### src/rtl/sram_ctrl_pkg.sv
// sram_ctrl_pkg -- shared definitions for the two-requester SRAM controller.
//   Default array geometry (WORDS/WIDTH/AW) and the controller state encoding.
package sram_ctrl_pkg;

  localparam int WORDS_DEFAULT = 8;
  localparam int WIDTH_DEFAULT = 8;
  localparam int AW_DEFAULT    = 3;

  typedef enum logic [2:0] {
    IDLE    = 3'd0,
    SETUP   = 3'd1,
    WRITE   = 3'd2,
    READ    = 3'd3,
    RECOVER = 3'd4
  } state_t;

endpackage

### src/rtl/sram_ctrl_rr_arbiter2.sv
// rr_arbiter2 -- two-way round-robin arbiter, purely combinational.
//   valid   in  2  request lines
//   pointer in  1  index of the requester granted last
//   grant   out 2  one-hot grant (all-zero when nobody requests)
// On a tie the requester that did not win last time is granted.
module rr_arbiter2 (
  input  logic [1:0] valid,
  input  logic       pointer,
  output logic [1:0] grant
);

  // grant selection from request pattern and last-grant pointer
  always_comb begin
    grant = 2'b00;
    case (valid)
      2'b01:   grant = 2'b01;
      2'b10:   grant = 2'b10;
      2'b11:   grant = pointer ? 2'b01 : 2'b10;
      default: grant = 2'b00;
    endcase
  end

endmodule

### src/rtl/sram_ctrl.sv
// sram_ctrl -- two-requester controller for a small bit-cell SRAM array.
//   clk, rst_n             clock, asynchronous active-low reset
//   req_valid/ready/we     per-requester handshake and direction (bit i = requester i)
//   req_addr, req_wdata    per-requester address / write data slices
//   rsp_valid, rsp_rdata   one-cycle completion pulse to the owner, last read data
//   arr_sel/rdwrt/in/out   one-hot word select, cell mode (0 = write), cell data in/out
//   busy                   high whenever an access is in flight
// Every access takes IDLE -> SETUP -> WRITE|READ -> RECOVER (4 cycles in total).
// arr_sel and arr_in are loaded on the transfer edge and act as the captured
// address/data of the access; all array-side and response outputs are registers.
module sram_ctrl
  import sram_ctrl_pkg::*;
#(
  parameter int WORDS = WORDS_DEFAULT,
  parameter int WIDTH = WIDTH_DEFAULT,
  parameter int AW    = AW_DEFAULT
) (
  input  logic               clk,
  input  logic               rst_n,
  input  logic [1:0]         req_valid,
  output logic [1:0]         req_ready,
  input  logic [1:0]         req_we,
  input  logic [2*AW-1:0]    req_addr,
  input  logic [2*WIDTH-1:0] req_wdata,
  output logic [1:0]         rsp_valid,
  output logic [WIDTH-1:0]   rsp_rdata,
  output logic [WORDS-1:0]   arr_sel,
  output logic               arr_rdwrt,
  output logic [WIDTH-1:0]   arr_in,
  input  logic [WIDTH-1:0]   arr_out,
  output logic               busy
);

  state_t             state;
  state_t             state_next;
  logic               pointer;
  logic               owner;
  logic               acc_we;
  logic [1:0]         grant;
  logic               transfer;
  logic               gnt_idx;
  logic [AW-1:0]      gnt_addr;
  logic [WIDTH-1:0]   gnt_wdata;
  logic [WORDS-1:0]   sel_next;
  logic               rdwrt_next;
  logic [WIDTH-1:0]   in_next;
  logic [WIDTH-1:0]   rdata_next;
  logic [1:0]         rsp_next;

  // Addresses beyond the array decode to an all-zero select.
  function automatic logic [WORDS-1:0] word_decode(input logic [AW-1:0] addr);
    logic [WORDS-1:0] sel;
    for (int i = 0; i < WORDS; i++) begin
      sel[i] = (addr == AW'(i));
    end
    return sel;
  endfunction

  rr_arbiter2 u_arb (
    .valid   (req_valid),
    .pointer (pointer),
    .grant   (grant)
  );

  assign gnt_idx   = grant[1];
  assign gnt_addr  = gnt_idx ? req_addr[2*AW-1:AW]     : req_addr[AW-1:0];
  assign gnt_wdata = gnt_idx ? req_wdata[2*WIDTH-1:WIDTH] : req_wdata[WIDTH-1:0];
  assign transfer  = (state == IDLE) && (grant != 2'b00);
  assign busy      = (state != IDLE);

  // handshake: only the granted (hence valid) requester sees ready, only in IDLE
  always_comb begin
    req_ready = 2'b00;
    if (state == IDLE) begin
      req_ready = grant;
    end else begin
      req_ready = 2'b00;
    end
  end

  // next-state logic
  always_comb begin
    state_next = state;
    case (state)
      IDLE: begin
        if (transfer) begin
          state_next = SETUP;
        end else begin
          state_next = IDLE;
        end
      end
      SETUP:   state_next = acc_we ? WRITE : READ;
      WRITE:   state_next = RECOVER;
      READ:    state_next = RECOVER;
      RECOVER: state_next = IDLE;
      default: state_next = IDLE;
    endcase
  end

  // next values of the registered array and response outputs
  always_comb begin
    sel_next   = arr_sel;
    rdwrt_next = 1'b1;
    in_next    = arr_in;
    rdata_next = rsp_rdata;
    rsp_next   = 2'b00;
    case (state)
      IDLE: begin
        if (transfer) begin
          sel_next = word_decode(gnt_addr);
          in_next  = gnt_wdata;
        end else begin
          sel_next = {WORDS{1'b0}};
        end
      end
      // entering WRITE drops the cell mode to write for exactly one cycle
      SETUP: rdwrt_next = ~acc_we;
      WRITE: rsp_next = owner ? 2'b10 : 2'b01;
      READ: begin
        rsp_next = owner ? 2'b10 : 2'b01;
        // an all-zero select means the address was out of range: return zero
        rdata_next = (|arr_sel) ? arr_out : {WIDTH{1'b0}};
      end
      RECOVER: sel_next = {WORDS{1'b0}};
      default: sel_next = {WORDS{1'b0}};
    endcase
  end

  // state register
  always_ff @(posedge clk or negedge rst_n) begin
    if (!rst_n) begin
      state <= IDLE;
    end else begin
      state <= state_next;
    end
  end

  // per-access bookkeeping: owner, direction and round-robin pointer
  always_ff @(posedge clk or negedge rst_n) begin
    if (!rst_n) begin
      pointer <= 1'b1;
      owner   <= 1'b0;
      acc_we  <= 1'b0;
    end else if (transfer) begin
      pointer <= gnt_idx;
      owner   <= gnt_idx;
      acc_we  <= req_we[gnt_idx];
    end
  end

  // registered array-side and response outputs
  always_ff @(posedge clk or negedge rst_n) begin
    if (!rst_n) begin
      arr_sel   <= {WORDS{1'b0}};
      arr_rdwrt <= 1'b1;
      arr_in    <= {WIDTH{1'b0}};
      rsp_valid <= 2'b00;
      rsp_rdata <= {WIDTH{1'b0}};
    end else begin
      arr_sel   <= sel_next;
      arr_rdwrt <= rdwrt_next;
      arr_in    <= in_next;
      rsp_valid <= rsp_next;
      rsp_rdata <= rdata_next;
    end
  end

endmodule

### config.mk
export PLATFORM = sky130hd
export DESIGN_NAME = sram_ctrl
export DESIGN_NICKNAME = d
export VERILOG_FILES = /design/src/rtl/sram_ctrl_pkg.sv /design/src/rtl/sram_ctrl_rr_arbiter2.sv /design/src/rtl/sram_ctrl.sv
export SDC_FILE = /design/constraint.sdc
export NUM_CORES = 1
export LEC_CHECK = 0
export CORE_MARGIN = 2
export CORE_UTILIZATION = 40
export DETAILED_ROUTE_END_ITERATION = 7
export PLACE_DENSITY = 0.87
export REMOVE_ABC_BUFFERS = 1
export SETUP_SLACK_MARGIN = 0.5
export SLEW_MARGIN = 20
export SYNTH_ARGS = -nofsm -noshare
export SYNTH_HDL_FRONTEND = slang
export SYNTH_SLANG_ARGS = --single-unit
### constraint.sdc
create_clock -name clk -period 1.6 [get_ports clk]
set_input_delay 0.24 -clock clk [delete_from_list [all_inputs] [get_ports clk]]
set_output_delay 0.24 -clock clk [all_outputs]
set_load 0.03 [all_outputs]
-- Word-level counts from Yosys, hierarchy flattened
Cells that the tools add are included.
- reductions and logical operators: 9
- multiplexer cells: 16
- $lt $le $gt $ge: 1
- eq/ne operators: 13
- bitwise operators: 1
- operators with widths (operator ; count):
    2-to-1 mux 8 bit ; 3
    case mux 8 bit (2 select lines) ; 1
    equality test 3 x 2 -> 1 bit (second input constant) ; 4
    equality test 3 bit (second input constant) ; 4
    case mux 3 bit (3 select lines) ; 1
    2-to-1 mux 2 bit ; 4
    OR reduction 8 bit ; 1
    equality test 3 x 1 -> 1 bit (second input constant) ; 2
    logical NOT 3 bit ; 2
    case mux 2 bit (3 select lines) ; 1
    2-to-1 mux 1 bit ; 5
    equality test 2 bit (second input constant) ; 2
    2-to-1 mux 3 bit ; 1
    nonzero test 3 bit ; 1
    OR reduction 3 bit ; 1
    equality test 2 x 1 -> 1 bit (second input constant) ; 1
    less-than comparator 1 x 2 -> 1 bit (second input constant) ; 1
    AND reduction 2 bit ; 1
    nonzero test 2 bit ; 1
    OR reduction 2 bit ; 1
    logical AND 1 bit ; 1
    inverter 1 bit ; 1
- bits in registers: 33
- bits of input ports: 36

-- Depth between registers and ports, before layout
Gate-level depths: netlist of the first run.
- depth after elaboration: 6
- depth in mapped cells: 5
- depth with buffers taken out: 4

-- By module
From an unflattened synthesis of the first run, not the netlist that was laid out.
- cell total of the unflattened synthesis: 139
- area total of the unflattened synthesis: 1535.2 um^2
- modules (own cells, without submodules) (module ; seq. area each (um^2) ; cells an instance ; times used ; area an instance (um^2)):
    sram_ctrl ; 828.3 ; 136 ; 1 ; 1516.5
    rr_arbiter2 ; 0.0 ; 3 ; 1 ; 18.8

-- Worst setup path after synthesis of the first run
OpenSTA, ideal clock, no wires.
- kind: register -> output
- from: reg pointer
- to: out req_ready[1]
- required time: 1360 ps
- path slack: 154 ps
- arrival: 1206 ps
- stages on the path, launching flop included: 5
- cells stage by stage: dfstp_2 a21boi_4 nand2_1 clkbuf_1 inv_1
- cells in the longest elaborated chain, start to end: 3
- RTL lines (item ; line ; source):
    start: declaration ; sram_ctrl.sv:36 ; logic pointer;
    start signal: assignment ; sram_ctrl.sv:145 ; pointer <= gnt_idx;
    2-to-1 mux 2 bit ; sram_ctrl_rr_arbiter2.sv:18 ; 2'b11: grant = pointer ? 2'b01 : 2'b10;
    case mux 2 bit (3 select lines) ; sram_ctrl_rr_arbiter2.sv:15 ; case (valid)
    2-to-1 mux 2 bit ; sram_ctrl.sv:74 ; if (state == IDLE) begin
    end: declaration ; sram_ctrl.sv:21 ; output logic [1:0] req_ready,
No other way between the ends.

-- Final worst setup path of the first run
- from: reg pointer
- to: reg arr_sel[6]
- cells in the longest elaborated chain, start to end: 6
- elaborated cells on any way between the ends: 8
- RTL lines (item ; line ; source):
    2-to-1 mux 2 bit * ; sram_ctrl_rr_arbiter2.sv:18 ;
    case mux 2 bit (3 select lines) * ; sram_ctrl_rr_arbiter2.sv:15 ;
    2-to-1 mux 3 bit or nonzero test 2 bit (tied branches) ; sram_ctrl.sv:66, sram_ctrl.sv:68 ;
    equality test 3 bit or logical AND 1 bit (tied branches) ; sram_ctrl.sv:54, sram_ctrl.sv:68 ;
    2-to-1 mux 8 bit * ; sram_ctrl.sv:109 ; if (transfer) begin
    case mux 8 bit (2 select lines) * ; sram_ctrl.sv:107 ; case (state)
    end signal: assignment ; sram_ctrl.sv:154 ; arr_sel <= {WORDS{1'b0}};
    end signal: assignment ; sram_ctrl.sv:160 ; arr_sel <= sel_next;
    end: declaration ; sram_ctrl.sv:27 ; output logic [WORDS-1:0] arr_sel,
Every way passes the cells marked *; elsewhere a longest branch is shown, timed or not.
A chain may end at the register's enable or synchronous reset.

==> tab_implementation.tex, run 1 <==
\begin{tabular}{lr}
\hline
Metric & Value \\
\hline
\multicolumn{2}{l}{\textbf{Detailed routing}} \\
\quad Average wire per standard cell & 16.3 um \\
\quad Residual antenna-violating net count after detailed routing & 0 \\
\quad Number of DRC markers after the initial detailed-route iteration & 66 \\
\quad Remaining DRCs & 0 \\
\quad First-pass iteration count of the detailed router & 3 \\
\quad DR vias & between 1000 and 1500 \\
\quad Drt via density & 4.98 \\
\quad Sum of routed wire length over all layers & 4720 um \\
\multicolumn{2}{l}{\textbf{Power}} \\
\quad NetSw & 2.31 mW \\
\quad Part of the power in registers & 0.272 \\
\quad Combinational group share of total power & 0.627 \\
\quad Int Power & 3.07 mW \\
\quad Leakage power & between 1 and 1.5 nW \\
\quad Net switching fraction of the power & 0.430 \\
\quad Overall power & 5.37 mW \\
\quad Areal power density over the cells & around 1900 nW/um2 \\
\quad Worst-case vdd ir drop & 0.00121 V \\
\quad Clock share of power & 0.102 \\
\multicolumn{2}{l}{\textbf{Floorplanning}} \\
\quad Core region area & 3310 um2 \\
\quad Die area & 3930 um2 \\
\quad Initial Utilization & 0.416 \\
\quad DIE HEIGHT & 62.7 um \\
\quad I/O pin total & 66 \\
\quad Die width & about 63 um \\
\quad Number of placement rows & 21 \\
\multicolumn{2}{l}{\textbf{Clocking}} \\
\quad TritonCTS clock tree & built \\
\quad Worst-path clk slew & roughly 0.11 ns \\
\quad Number of sinks driven by the clock tree & 33 \\
\quad Post-CTS Hold Buffers & 0 \\
\quad Clock Tree Buf Depth & 2 \\
\quad Clock latency reported for the late side of the worst-skew pair & 0.34 ns \\
\quad CTS H-tree depth & 2 \\
\quad Number of buffers added by the clock tree synthesis step & 5 \\
\quad Root cell of the clock tree & sky130\_fd\_sc\_hd\_\_clkbuf\_4 \\
\multicolumn{2}{l}{\textbf{STA}} \\
\quad Max-slew violation count & 0 \\
\quad Worst hold slack & 0.307 ns \\
\quad Layout Skew & about 0.013 ns \\
\quad Number of hold-slack violations in the final timing report & 0 \\
\quad Min Tclk post-route & 1.63 ns \\
\quad Total setup violations reported at the end of the flow & 6 \\
\quad Transition at the pin with the smallest max-transition slack & approximately 0.55 ns \\
\quad Setup slack after layout & -0.0302 ns \\
\quad Tcrit/Tclk final & 1.02 \\
\quad Remaining max-slew budget at the tightest pin & 0.633 \\
\quad Unrepaired setup endpoints after global routing & yes \\
\quad F\_max & 613 MHz \\
\multicolumn{2}{l}{\textbf{Cells and area}} \\
\quad Fraction of final layout cells with drive strength greater than 1 & 0.519 \\
\quad Final Instance Area & 2780 um2 \\
\quad Layout overhead on the synthesized area & 102\% \\
\quad Number of cells in the finished layout apart from fillers & 289 \\
\quad Fin nets & roughly 280 \\
\quad Most common cell after layout, fill and taps aside & sky130\_fd\_sc\_hd\_\_buf\_6 \\
\quad N\_diodes & 0 \\
\quad Most frequent cells in the layout & sky130\_fd\_sc\_hd\_\_buf\_6 (41), sky130\_fd\_sc\_hd\_\_clkdlybuf4s50\_1 (34), sky130\_fd\_sc\_hd\_\_dfrtp\_1 (29) \\
\multicolumn{2}{l}{\textbf{Critical path}} \\
\quad Kind of end point of the critical path & flop \\
\quad Slowest library cell on the worst path & sky130\_fd\_sc\_hd\_\_dfstp\_2 \\
\quad Critical Path, Cell by Cell & buf\_6 -> a21boi\_4 -> buf\_6 -> mux2i\_4 -> nor2\_1 -> a32o\_2 \\
\quad Largest stage delay on the critical path & 0.40 ns \\
\quad Highest fanout seen on the critical path & 4 \\
\quad Endpoint required time on the critical path & 1.84 ns \\
\quad Data arrival time of the critical path & approximately 1.9 ns \\
\quad WS Path Type & reg -> reg \\
\quad Critical path startpoint category & flop \\
\quad Critical path's most frequent cell & sky130\_fd\_sc\_hd\_\_buf\_6 \\
\multicolumn{2}{l}{\textbf{Logic synthesis}} \\
\quad Synthesized instance count & 133 \\
\quad Post-synthesis cell type with the largest combined area & sky130\_fd\_sc\_hd\_\_dfrtp\_1 \\
\quad Synthesized flop and latch total & 33 \\
\quad Syn. warnings & 0 \\
\quad Cell area after technology mapping & 1380 um2 \\
\quad Distinct cell type count after synthesis & 28 \\
\quad Top cells by area, synth & sky130\_fd\_sc\_hd\_\_dfrtp\_1 (56\%), sky130\_fd\_sc\_hd\_\_nand2\_1 (7.9\%), sky130\_fd\_sc\_hd\_\_nor2\_1 (5.4\%), sky130\_fd\_sc\_hd\_\_o22ai\_1 (4.1\%), sky130\_fd\_sc\_hd\_\_o21ai\_0 (4.0\%) \\
\quad Post-Synthesis Mean Instance Area & $\sim$10 um2 \\
\quad Sequential share of the synthesized area & 0.601 \\
\quad Fraction of synthesized cell area taken by the top area cell type & 0.563 \\
\multicolumn{2}{l}{\textbf{Global route}} \\
\quad Residual overflow from global routing & 0 \\
\quad Total track usage & 0.236 \\
\quad Number of global-route vias before repair & 1455 \\
\quad Initial antenna violation count & 0 \\
\quad Global-route wire length before repair & 6980 um \\
\quad Pin count of the biggest net entering global routing & 34 \\
\multicolumn{2}{l}{\textbf{Worst hold path}} \\
\quad Class of the tightest hold or removal check & in -> async \\
\multicolumn{2}{l}{\textbf{Placed design}} \\
\quad Pre-CTS worst setup slack & -0.328 ns \\
\quad Cell count after placement & 258 \\
\quad HPWL after detailed placement & 2620 um \\
\quad Gp weighted congestion & between 0.8 and 0.9 \\
\quad Port Buf Inserts & 65 \\
\quad Post-Place Cell Area & 2200 um2 \\
\multicolumn{2}{l}{\textbf{Outcome}} \\
\quad Result of the run & finished with violations \\
\quad Failing checks & setup timing \\
\multicolumn{2}{l}{\textbf{Run}} \\
\quad Maximum capacitance violations & 0 \\
\hline
\end{tabular}
## layer usage
| metal | share of wire | up-vias | global-route usage |
|---|---|---|---|
| met1 | 0.38 | 681 | 0.250 |
| li1 | - | 677 | - |
| met2 | 0.51 | 69 | 0.430 |
| met4 | 0.025 | 0 | 0.0667 |
| met3 | 0.083 | 13 | 0.0937 |
| met5 | 0 | - | 0 |
## critical path, delay by kind of cell, from the launching register on
kind	cells	cell delay, ns
flip-flops	1	0.40
AND/OR/NAND/NOR	1	0.11
AO/OA/AOI/OAI	2	0.44
buffers and inverters	2	0.29
multiplexers	1	0.29
## timing repair
item                                    CTS  global route
setup buffers                            10            12
gates resized for setup                 243            38
cloned                                    1             0
endpoints found under the setup margin   58            62
hold endpoints to repair                  0             0
pin swaps                                21            22
## flip-flops by register name, summed over array words and instances, names as in the netlist
register,flops
arr_in,8
arr_sel,8
rsp_rdata,8
state,3
rsp_valid,2
acc_we,1
arr_rdwrt,1
owner,1
pointer,1
## cell usage after synthesis
cell type and count:
sky130_fd_sc_hd__dfrtp_1 31, sky130_fd_sc_hd__and2_1 1, sky130_fd_sc_hd__o21ai_0 11, sky130_fd_sc_hd__mux2i_2 2
sky130_fd_sc_hd__inv_1 4, sky130_fd_sc_hd__nor3b_1 1, sky130_fd_sc_hd__mux2i_1 1, sky130_fd_sc_hd__buf_2 2
sky130_fd_sc_hd__nor4_1 2, sky130_fd_sc_hd__nor2_2 1, sky130_fd_sc_hd__dfstp_2 2, sky130_fd_sc_hd__nor2_1 20
sky130_fd_sc_hd__o21a_1 1, sky130_fd_sc_hd__a32o_1 2, sky130_fd_sc_hd__a21o_1 1, sky130_fd_sc_hd__a32o_2 2
sky130_fd_sc_hd__nor2b_1 1, sky130_fd_sc_hd__a22o_1 2, sky130_fd_sc_hd__nand2_1 29, sky130_fd_sc_hd__clkbuf_1 1
sky130_fd_sc_hd__or2b_1 1, sky130_fd_sc_hd__nor3_4 1, sky130_fd_sc_hd__mux2_4 1, sky130_fd_sc_hd__and2b_1 1
sky130_fd_sc_hd__a21boi_4 1, sky130_fd_sc_hd__nand3_1 1, sky130_fd_sc_hd__o22ai_1 9, sky130_fd_sc_hd__a21oi_1 1
## cells by family (layout without fill, tap and decap cells)
family                 Yosys count  after routing  share of synthesized area
buffers and inverters            7            116                     0.0209
multiplexers                     4              4                     0.0381
AO/OA/AOI/OAI                   30             30                      0.152
flip-flops                      33             33                      0.601
AND/OR/NAND/NOR                 59             60                      0.188
## layout make-up
cell class | count | area, um2
repair buffers | 104 | 1040
flip-flops and latches | 33 | 831
clock inverters | 1 | 5.00
fillers | 172 | 532
multi-input cells | 94 | 761
inverters | 4 | 15.0
clock buffers | 7 | 65.1
well taps | 46 | 57.6
## final timing paths
| path | startpoint | endpoint | slack [ns] | cells after the start |
|---|---|---|---|---|
| max in group asynchronous | rst_n | pointer | 0.97 | 2 |
| hold / removal | rst_n | arr_in[5] | 0.31 | 2 |
| hold reg to reg | acc_we | arr_rdwrt | 0.44 | 1 |
| min in group clk | acc_we | arr_rdwrt | 0.44 | 1 |
| setup reg to reg | pointer | arr_sel[6] | -0.03 | 6 |
| setup / recovery | pointer | arr_sel[6] | -0.03 | 6 |
## stage by stage
stage / utilization / setup TNS (ns)
5_1_grt: 0.839 / -1.02
3_5_place_dp: 0.664 / -3.25
4_1_cts: 0.765 / -0.00585
3_3_place_gp: 0.664 / -2.84
2_1_floorplan: - / 0
6_report: 0.839 / -0.0880
## power by group through the flow
stage                     Clock, mW  Sequential (mW)  Combinational (mW)
after floorplan                   0             1.88               0.776
after global placement            0             1.36                2.34
after CTS                     0.547             1.42                2.80
after global routing          0.591             1.50                3.57
after detailed placement          0             1.38                2.37
final                         0.546             1.46                3.37
(Power assumes the default switching activity.)
==> run 2: changes to the inputs <==
Settings changed: CORE_UTILIZATION 40 to 43, PLACE_DENSITY 0.87 to 0.92.
Clock period 1.6 ns to 1.95 ns, I/O delays scaled along.
==> run 2 against run 1 <==
  * Core utilization down 6.9 points
  * Highest routed layer unchanged
  * Non-clock buffer count is 18 lower
  * First-iteration DRC count is 41% lower
  * Die area down 6.5%
  * Register-to-register slack improved by 0.42 ns
  * The flow now finishes without violations
==> tab_implementation.tex, run 2 (synthesis gave the netlist of run 1 again) <==
\begin{tabular}{lr}
\hline
Metric & Value \\
\hline
\multicolumn{2}{l}{\textbf{Detailed routing}} \\
\quad Remaining DRCs & 0 \\
\quad DR vias & 1308 \\
\quad Residual antenna-violating net count after detailed routing & 0 \\
\quad First-pass iteration count of the detailed router & 4 \\
\quad Average wire per standard cell & 14.2 um \\
\quad Sum of routed wire length over all layers & 3810 um \\
\quad Number of DRC markers after the initial detailed-route iteration & 39 \\
\quad Drt via density & 4.86 \\
\multicolumn{2}{l}{\textbf{STA}} \\
\quad Worst hold slack & 0.336 ns \\
\quad Unrepaired setup endpoints after global routing & yes \\
\quad Tcrit/Tclk final & 0.906 \\
\quad Min Tclk post-route & 1.77 ns \\
\quad Total setup violations reported at the end of the flow & 0 \\
\quad Number of hold-slack violations in the final timing report & 0 \\
\quad Layout Skew & between 0.006 and 0.007 ns \\
\quad Max-slew violation count & 0 \\
\quad Setup slack after layout & 0.184 ns \\
\quad Transition at the pin with the smallest max-transition slack & 0.501 ns \\
\quad Remaining max-slew budget at the tightest pin & 0.665 \\
\quad F\_max & 566 MHz \\
\multicolumn{2}{l}{\textbf{Critical path}} \\
\quad Crit Reg-Reg Startpoint & pointer \\
\quad Largest stage delay on the critical path & 0.43 ns \\
\quad Highest fanout seen on the critical path & 3 \\
\quad Endpoint required time on the critical path & 1.66 ns \\
\quad Slack of the worst reg-to-reg path & 0.39 ns \\
\quad Slowest library cell on the worst path & sky130\_fd\_sc\_hd\_\_dfrtp\_1 \\
\quad Kind of end point of the critical path & output pin \\
\quad Source of the critical timing path & state[1] \\
\quad Data arrival time of the critical path & 1.47 ns \\
\quad Critical path startpoint category & flop \\
\quad Critical path's most frequent cell & sky130\_fd\_sc\_hd\_\_buf\_6 \\
\quad WS Path Type & reg -> out \\
\quad Critical Path, Cell by Cell & nor3\_4 -> buf\_6 -> nand2\_4 -> inv\_2 -> buf\_6 \\
\multicolumn{2}{l}{\textbf{Global route}} \\
\quad Initial antenna violation count & 0 \\
\quad GR Layer Usage met3 & 0.0810 \\
\quad Global-route wire length before repair & about 5800 um \\
\quad Pin count of the biggest net entering global routing & 34 \\
\quad Total track usage & 0.221 \\
\quad Grt peak-use layer & met2 \\
\quad Residual overflow from global routing & 0 \\
\quad GR met1 Demand/Resource & 0.238 \\
\quad Global-route met2 utilization & 0.389 \\
\quad Number of global-route vias before repair & approximately 1300 \\
\multicolumn{2}{l}{\textbf{Floorplanning}} \\
\quad Initial Utilization & 0.452 \\
\quad Core region area & 3050 um2 \\
\quad DIE HEIGHT & 60.6 um \\
\quad Die area & 3680 um2 \\
\quad Die width & 60.6 um \\
\quad Number of placement rows & 20 \\
\quad I/O pin total & 66 \\
\multicolumn{2}{l}{\textbf{Cells and area}} \\
\quad Multi-input logic area & 602 um2 \\
\quad Utilization after layout & 0.770 \\
\quad Most common cell after layout, fill and taps aside & sky130\_fd\_sc\_hd\_\_clkdlybuf4s50\_1 \\
\quad Number of cells in the finished layout apart from fillers & 269 \\
\quad Fin nets & 259 \\
\quad Area of all sequential standard cells & 828 um2 \\
\quad Layout overhead on the synthesized area & 70.5\% \\
\quad Most frequent cells in the layout & sky130\_fd\_sc\_hd\_\_clkdlybuf4s50\_1 (33), sky130\_fd\_sc\_hd\_\_dfrtp\_1 (31), sky130\_fd\_sc\_hd\_\_nand2\_1 (27) \\
\quad Fraction of final layout cells with drive strength greater than 1 & 0.268 \\
\quad Registers with the most flip-flops & arr\_in (8), arr\_sel (8), rsp\_rdata (8) \\
\quad FILL cells & about 210 \\
\multicolumn{2}{l}{\textbf{Clocking}} \\
\quad Clock latency reported for the late side of the worst-skew pair & approximately 0.35 ns \\
\quad Worst-path clk slew & approximately 0.10 ns \\
\quad Post-CTS Hold Buffers & 0 \\
\quad CTS H-tree depth & 2 \\
\quad Number of buffers added by the clock tree synthesis step & 5 \\
\quad TritonCTS clock tree & built \\
\quad Root cell of the clock tree & sky130\_fd\_sc\_hd\_\_clkbuf\_4 \\
\quad Number of sinks driven by the clock tree & 33 \\
\quad Clock Tree Buf Depth & 2 \\
\multicolumn{2}{l}{\textbf{Outcome}} \\
\quad Result of the run & complete, no violations \\
\multicolumn{2}{l}{\textbf{Run}} \\
\quad Maximum capacitance violations & 0 \\
\multicolumn{2}{l}{\textbf{Worst hold path}} \\
\quad Class of the tightest hold or removal check & in -> async \\
\multicolumn{2}{l}{\textbf{Placed design}} \\
\quad Cell count after placement & 249 \\
\quad Pre-CTS worst setup slack & -0.0537 ns \\
\quad Port Buf Inserts & 65 \\
\quad Gp weighted congestion & 0.809 \\
\quad HPWL after detailed placement & 2490 um \\
\multicolumn{2}{l}{\textbf{Power}} \\
\quad Worst-case vdd ir drop & between 0.0009 and 0.001 V \\
\quad Leakage power & approximately 1.1 nW \\
\quad Areal power density over the cells & 1490 nW/um2 \\
\hline
\end{tabular}
run 2: changes by cell type in the layout (fill, tap and decap cells not counted), sizes merged:
cell / delta
clkinv: +1
diode: +1
nand2: -1
clkdlybuf4s50: -1
clkinvlp: +1
clkbuf: +1
dlygate4sd2: +17
dlymetal6s2s: -1
clkdlybuf4s15: +8
buf: -44
run 2: timing repair:
| item | in CTS | in global routing |
|---|---|---|
| buffers inserted | 7 | 4 |
| cloned | 0 | 0 |
| setup endpoints to repair | 39 | 40 |
| pin swaps | 5 | 11 |
| gates resized for setup | 57 | 35 |
| endpoints found under the hold margin | 0 | 0 |
run 2: cell type report:
| class | instances | area share |
|---|---|---|
| flip-flops and latches | 33 | 0.352 |
| clock inverters | 3 | 0.00745 |
| clock buffers | 5 | 0.0160 |
| inverters | 4 | 0.00639 |
| well taps | 44 | 0.0234 |
| multi-input cells | 93 | 0.256 |
| diodes | 1 | 0.00106 |
| repair buffers | 86 | 0.337 |
run 2: through the flow:
step,setup TNS [ns],cell area (um2),total power [mW]
5_1_grt,0,2350,3.72
2_1_floorplan,0,1370,2.18
6_report,0,2350,3.49
3_5_place_dp,-0.188,2140,2.97
4_1_cts,0,2250,3.29
3_3_place_gp,-0.0701,2140,2.92
run 2: final timing paths:
path | to | cells after the start
setup / recovery | req_ready[1] | 5
hold / removal | rsp_valid[0] | 2
setup reg to reg | arr_sel[3] | 5
hold reg to reg | arr_rdwrt | 1
max in group asynchronous | pointer | 2
min in group clk | arr_rdwrt | 1
run 2: metal layers:
metal / part of all wire / routed length [um]
met1: 0.40 / 1520
met2: 0.51 / 1930
met3: 0.081 / 307
met4: 0.014 / 53
met5: 0 / 0
run 2: worst max-delay path, delay by kind of cell (launching register included):
family	cells	cell delay (ns)
buf+inv	3	0.33
flops	1	0.43
simple gates	2	0.36
run 2: power breakdown:
| part | internal, mW | switching (mW) |
|---|---|---|
| clock network | 0.136 | 0.242 |
| logic | 0.805 | 1.18 |
| registers | 0.962 | 0.169 |
==> run 3: changes to the inputs <==
Settings changed: SETUP_SLACK_MARGIN 0.5 to not set.
==> run 3 against run 2 <==
  * Global-route usage fell by 2.0 points
  * Clock skew decreased by 0.0011 ns
  * Hold slack better by 0.014 ns
  * Cell area down 6.2%
  * Cell count fell by 4.1%
  * Total power fell by 5.2%
  * Sequential share of layout area grew 2.3 points
  * Register-to-register slack improved by 0.02 ns
  * Critical path type unchanged
  * Setup slack lost 0.088 ns
==> tab_implementation.tex, run 3 (synthesis gave the netlist of run 1 again) <==
\begin{tabular}{lr}
\hline
Metric & Value \\
\hline
\multicolumn{2}{l}{\textbf{Cells and area}} \\
\quad Most frequent cells in the layout & sky130\_fd\_sc\_hd\_\_clkdlybuf4s50\_1 (62), sky130\_fd\_sc\_hd\_\_dfrtp\_1 (31), sky130\_fd\_sc\_hd\_\_nand2\_1 (29) \\
\quad Fin nets & roughly 250 \\
\quad Fraction of final layout cells with drive strength greater than 1 & 0.145 \\
\quad Layout overhead on the synthesized area & 60.0\% \\
\quad Utilization after layout & 0.723 \\
\quad N\_diodes & 0 \\
\quad Registers with the most flip-flops & arr\_in (8), arr\_sel (8), rsp\_rdata (8) \\
\quad Number of cells in the finished layout apart from fillers & 258 \\
\quad Final Instance Area & 2210 um2 \\
\quad Most common cell after layout, fill and taps aside & sky130\_fd\_sc\_hd\_\_clkdlybuf4s50\_1 \\
\multicolumn{2}{l}{\textbf{STA}} \\
\quad Total setup violations reported at the end of the flow & 0 \\
\quad Number of hold-slack violations in the final timing report & 0 \\
\quad F\_max & 539 MHz \\
\quad Min Tclk post-route & $\sim$1.9 ns \\
\quad Setup slack after layout & between 0.09 and 0.1 ns \\
\quad Unrepaired setup endpoints after global routing & no \\
\quad Worst hold slack & $\sim$0.35 ns \\
\quad Tcrit/Tclk final & 0.951 \\
\quad Setup tns final & 0 ns \\
\quad Remaining max-slew budget at the tightest pin & 0.667 \\
\quad Transition at the pin with the smallest max-transition slack & 0.498 ns \\
\quad Layout Skew & 0.00587 ns \\
\quad Max-slew violation count & 0 \\
\multicolumn{2}{l}{\textbf{Placed design}} \\
\quad Gp weighted congestion & between 0.8 and 0.9 \\
\quad Pre-CTS worst setup slack & -0.0537 ns \\
\quad Cell count after placement & 249 \\
\quad Post-Place Cell Area & 2140 um2 \\
\quad HPWL after detailed placement & 2490 um \\
\quad Port Buf Inserts & 65 \\
\multicolumn{2}{l}{\textbf{Outcome}} \\
\quad Result of the run & complete, no violations \\
\multicolumn{2}{l}{\textbf{Clocking}} \\
\quad TritonCTS clock tree & built \\
\quad Worst-path clk slew & 0.10 ns \\
\quad CTS H-tree depth & 2 \\
\quad Number of sinks driven by the clock tree & 33 \\
\quad Clock Tree Buf Depth & 2 \\
\quad Number of buffers added by the clock tree synthesis step & 5 \\
\quad Clock latency reported for the late side of the worst-skew pair & 0.33 ns \\
\quad Root cell of the clock tree & sky130\_fd\_sc\_hd\_\_clkbuf\_4 \\
\multicolumn{2}{l}{\textbf{Power}} \\
\quad Overall power & 3.31 mW \\
\quad Leakage power & between 0.9 and 1 nW \\
\quad Worst-case vdd ir drop & $\sim$0.00083 V \\
\quad Int Power & 1.86 mW \\
\quad Areal power density over the cells & approximately 1500 nW/um2 \\
\quad NetSw & 1.46 mW \\
\quad Part of the power in registers & 0.343 \\
\quad Net switching fraction of the power & 0.439 \\
\quad Clock share of power & 0.111 \\
\quad Combinational group share of total power & 0.546 \\
\multicolumn{2}{l}{\textbf{Critical path}} \\
\quad Data arrival time of the critical path & 1.56 ns \\
\quad Endpoint required time on the critical path & 1.66 ns \\
\quad Highest fanout seen on the critical path & 4 \\
\quad WS Path Type & reg -> out \\
\quad Critical path startpoint category & flop \\
\quad Kind of end point of the critical path & output pin \\
\multicolumn{2}{l}{\textbf{Floorplanning}} \\
\quad Die area & 3680 um2 \\
\quad Core region area & 3050 um2 \\
\quad Initial Utilization & 0.452 \\
\quad Number of placement rows & 20 \\
\quad DIE HEIGHT & 60.6 um \\
\quad I/O pin total & 66 \\
\quad Die width & 60.6 um \\
\multicolumn{2}{l}{\textbf{Detailed routing}} \\
\quad DR vias & between 1000 and 1500 \\
\quad First-pass iteration count of the detailed router & 4 \\
\quad Residual antenna-violating net count after detailed routing & 0 \\
\quad Sum of routed wire length over all layers & 3280 um \\
\quad Drt via density & 4.82 \\
\quad Number of DRC markers after the initial detailed-route iteration & 38 \\
\quad Remaining DRCs & 0 \\
\quad Average wire per standard cell & 12.7 um \\
\multicolumn{2}{l}{\textbf{Global route}} \\
\quad Global-route wire length before repair & 5320 um \\
\quad Total track usage & 0.201 \\
\quad Pin count of the biggest net entering global routing & 34 \\
\quad Number of global-route vias before repair & 1211 \\
\quad Initial antenna violation count & 0 \\
\quad Residual overflow from global routing & 0 \\
\multicolumn{2}{l}{\textbf{Run}} \\
\quad Maximum capacitance violations & 0 \\
\multicolumn{2}{l}{\textbf{Worst hold path}} \\
\quad Class of the tightest hold or removal check & in -> async \\
\hline
\end{tabular}
run 3: cell count changes in the layout (fill, tap and decap cells not counted), sizes merged:
cell,before,now
buf,25,12
clkbuf,8,5
clkdlybuf4s15,8,1
clkdlybuf4s50,33,62
diode,1,0
dlygate4sd2,17,1
run 3: worst paths after layout:
kind	start	cells after the start	slack [ns]	end
worst max-delay path	state[2]	4	0.1	busy
worst min-delay path	rst_n	2	0.35	rsp_valid[0]
worst max register to register	state[2]	4	0.41	arr_sel[0]
worst min register to register	acc_we	1	0.42	arr_rdwrt
max in group asynchronous	rst_n	2	1.27	pointer
min in group clk	acc_we	1	0.42	arr_rdwrt
run 3: area by class of cell:
class	instances	area [um2]
fillers	233	847
inverters	4	15.0
flip-flops and latches	33	828
clock inverters	3	17.5
clock buffers	5	37.5
repair buffers	76	731
multi-input cells	93	522
well taps	44	55.1
run 3: timing repair:
action                     4_1_cts  5_1_grt
hold buffers                     0        0
pin swaps                        0        1
gates resized for setup          4        0
setup endpoints to repair        2        1
buffers inserted                 0        1
run 3: power groups by stage:
stage               sequential (mW)  clock [mW]  combinational (mW)
global route                   1.17       0.412                1.96
floorplan                      1.54           0               0.637
CTS                            1.14       0.386                1.81
finish                         1.14       0.367                1.81
global placement               1.14           0                1.78
detailed placement             1.16           0                1.81
run 3: critical path: stages, from the launching register on:
cell and delay (ns):
sky130_fd_sc_hd__dfrtp_1 0.45, sky130_fd_sc_hd__nor3_4 0.25, sky130_fd_sc_hd__buf_4 0.15, sky130_fd_sc_hd__inv_1 0.03
sky130_fd_sc_hd__dlygate4sd2_1 0.35
run 3: routing by layer:
| metal | up-vias | wire length, um | part of all wire | global-route usage |
|---|---|---|---|---|
| li1 | 623 | - | - | - |
| met1 | 558 | 1350 | 0.41 | 0.225 |
| met2 | 56 | 1560 | 0.48 | 0.349 |
| met3 | 6 | 317 | 0.097 | 0.0789 |
| met4 | 0 | 51 | 0.016 | 0.0714 |
| met5 | - | 0 | 0 | 0 |
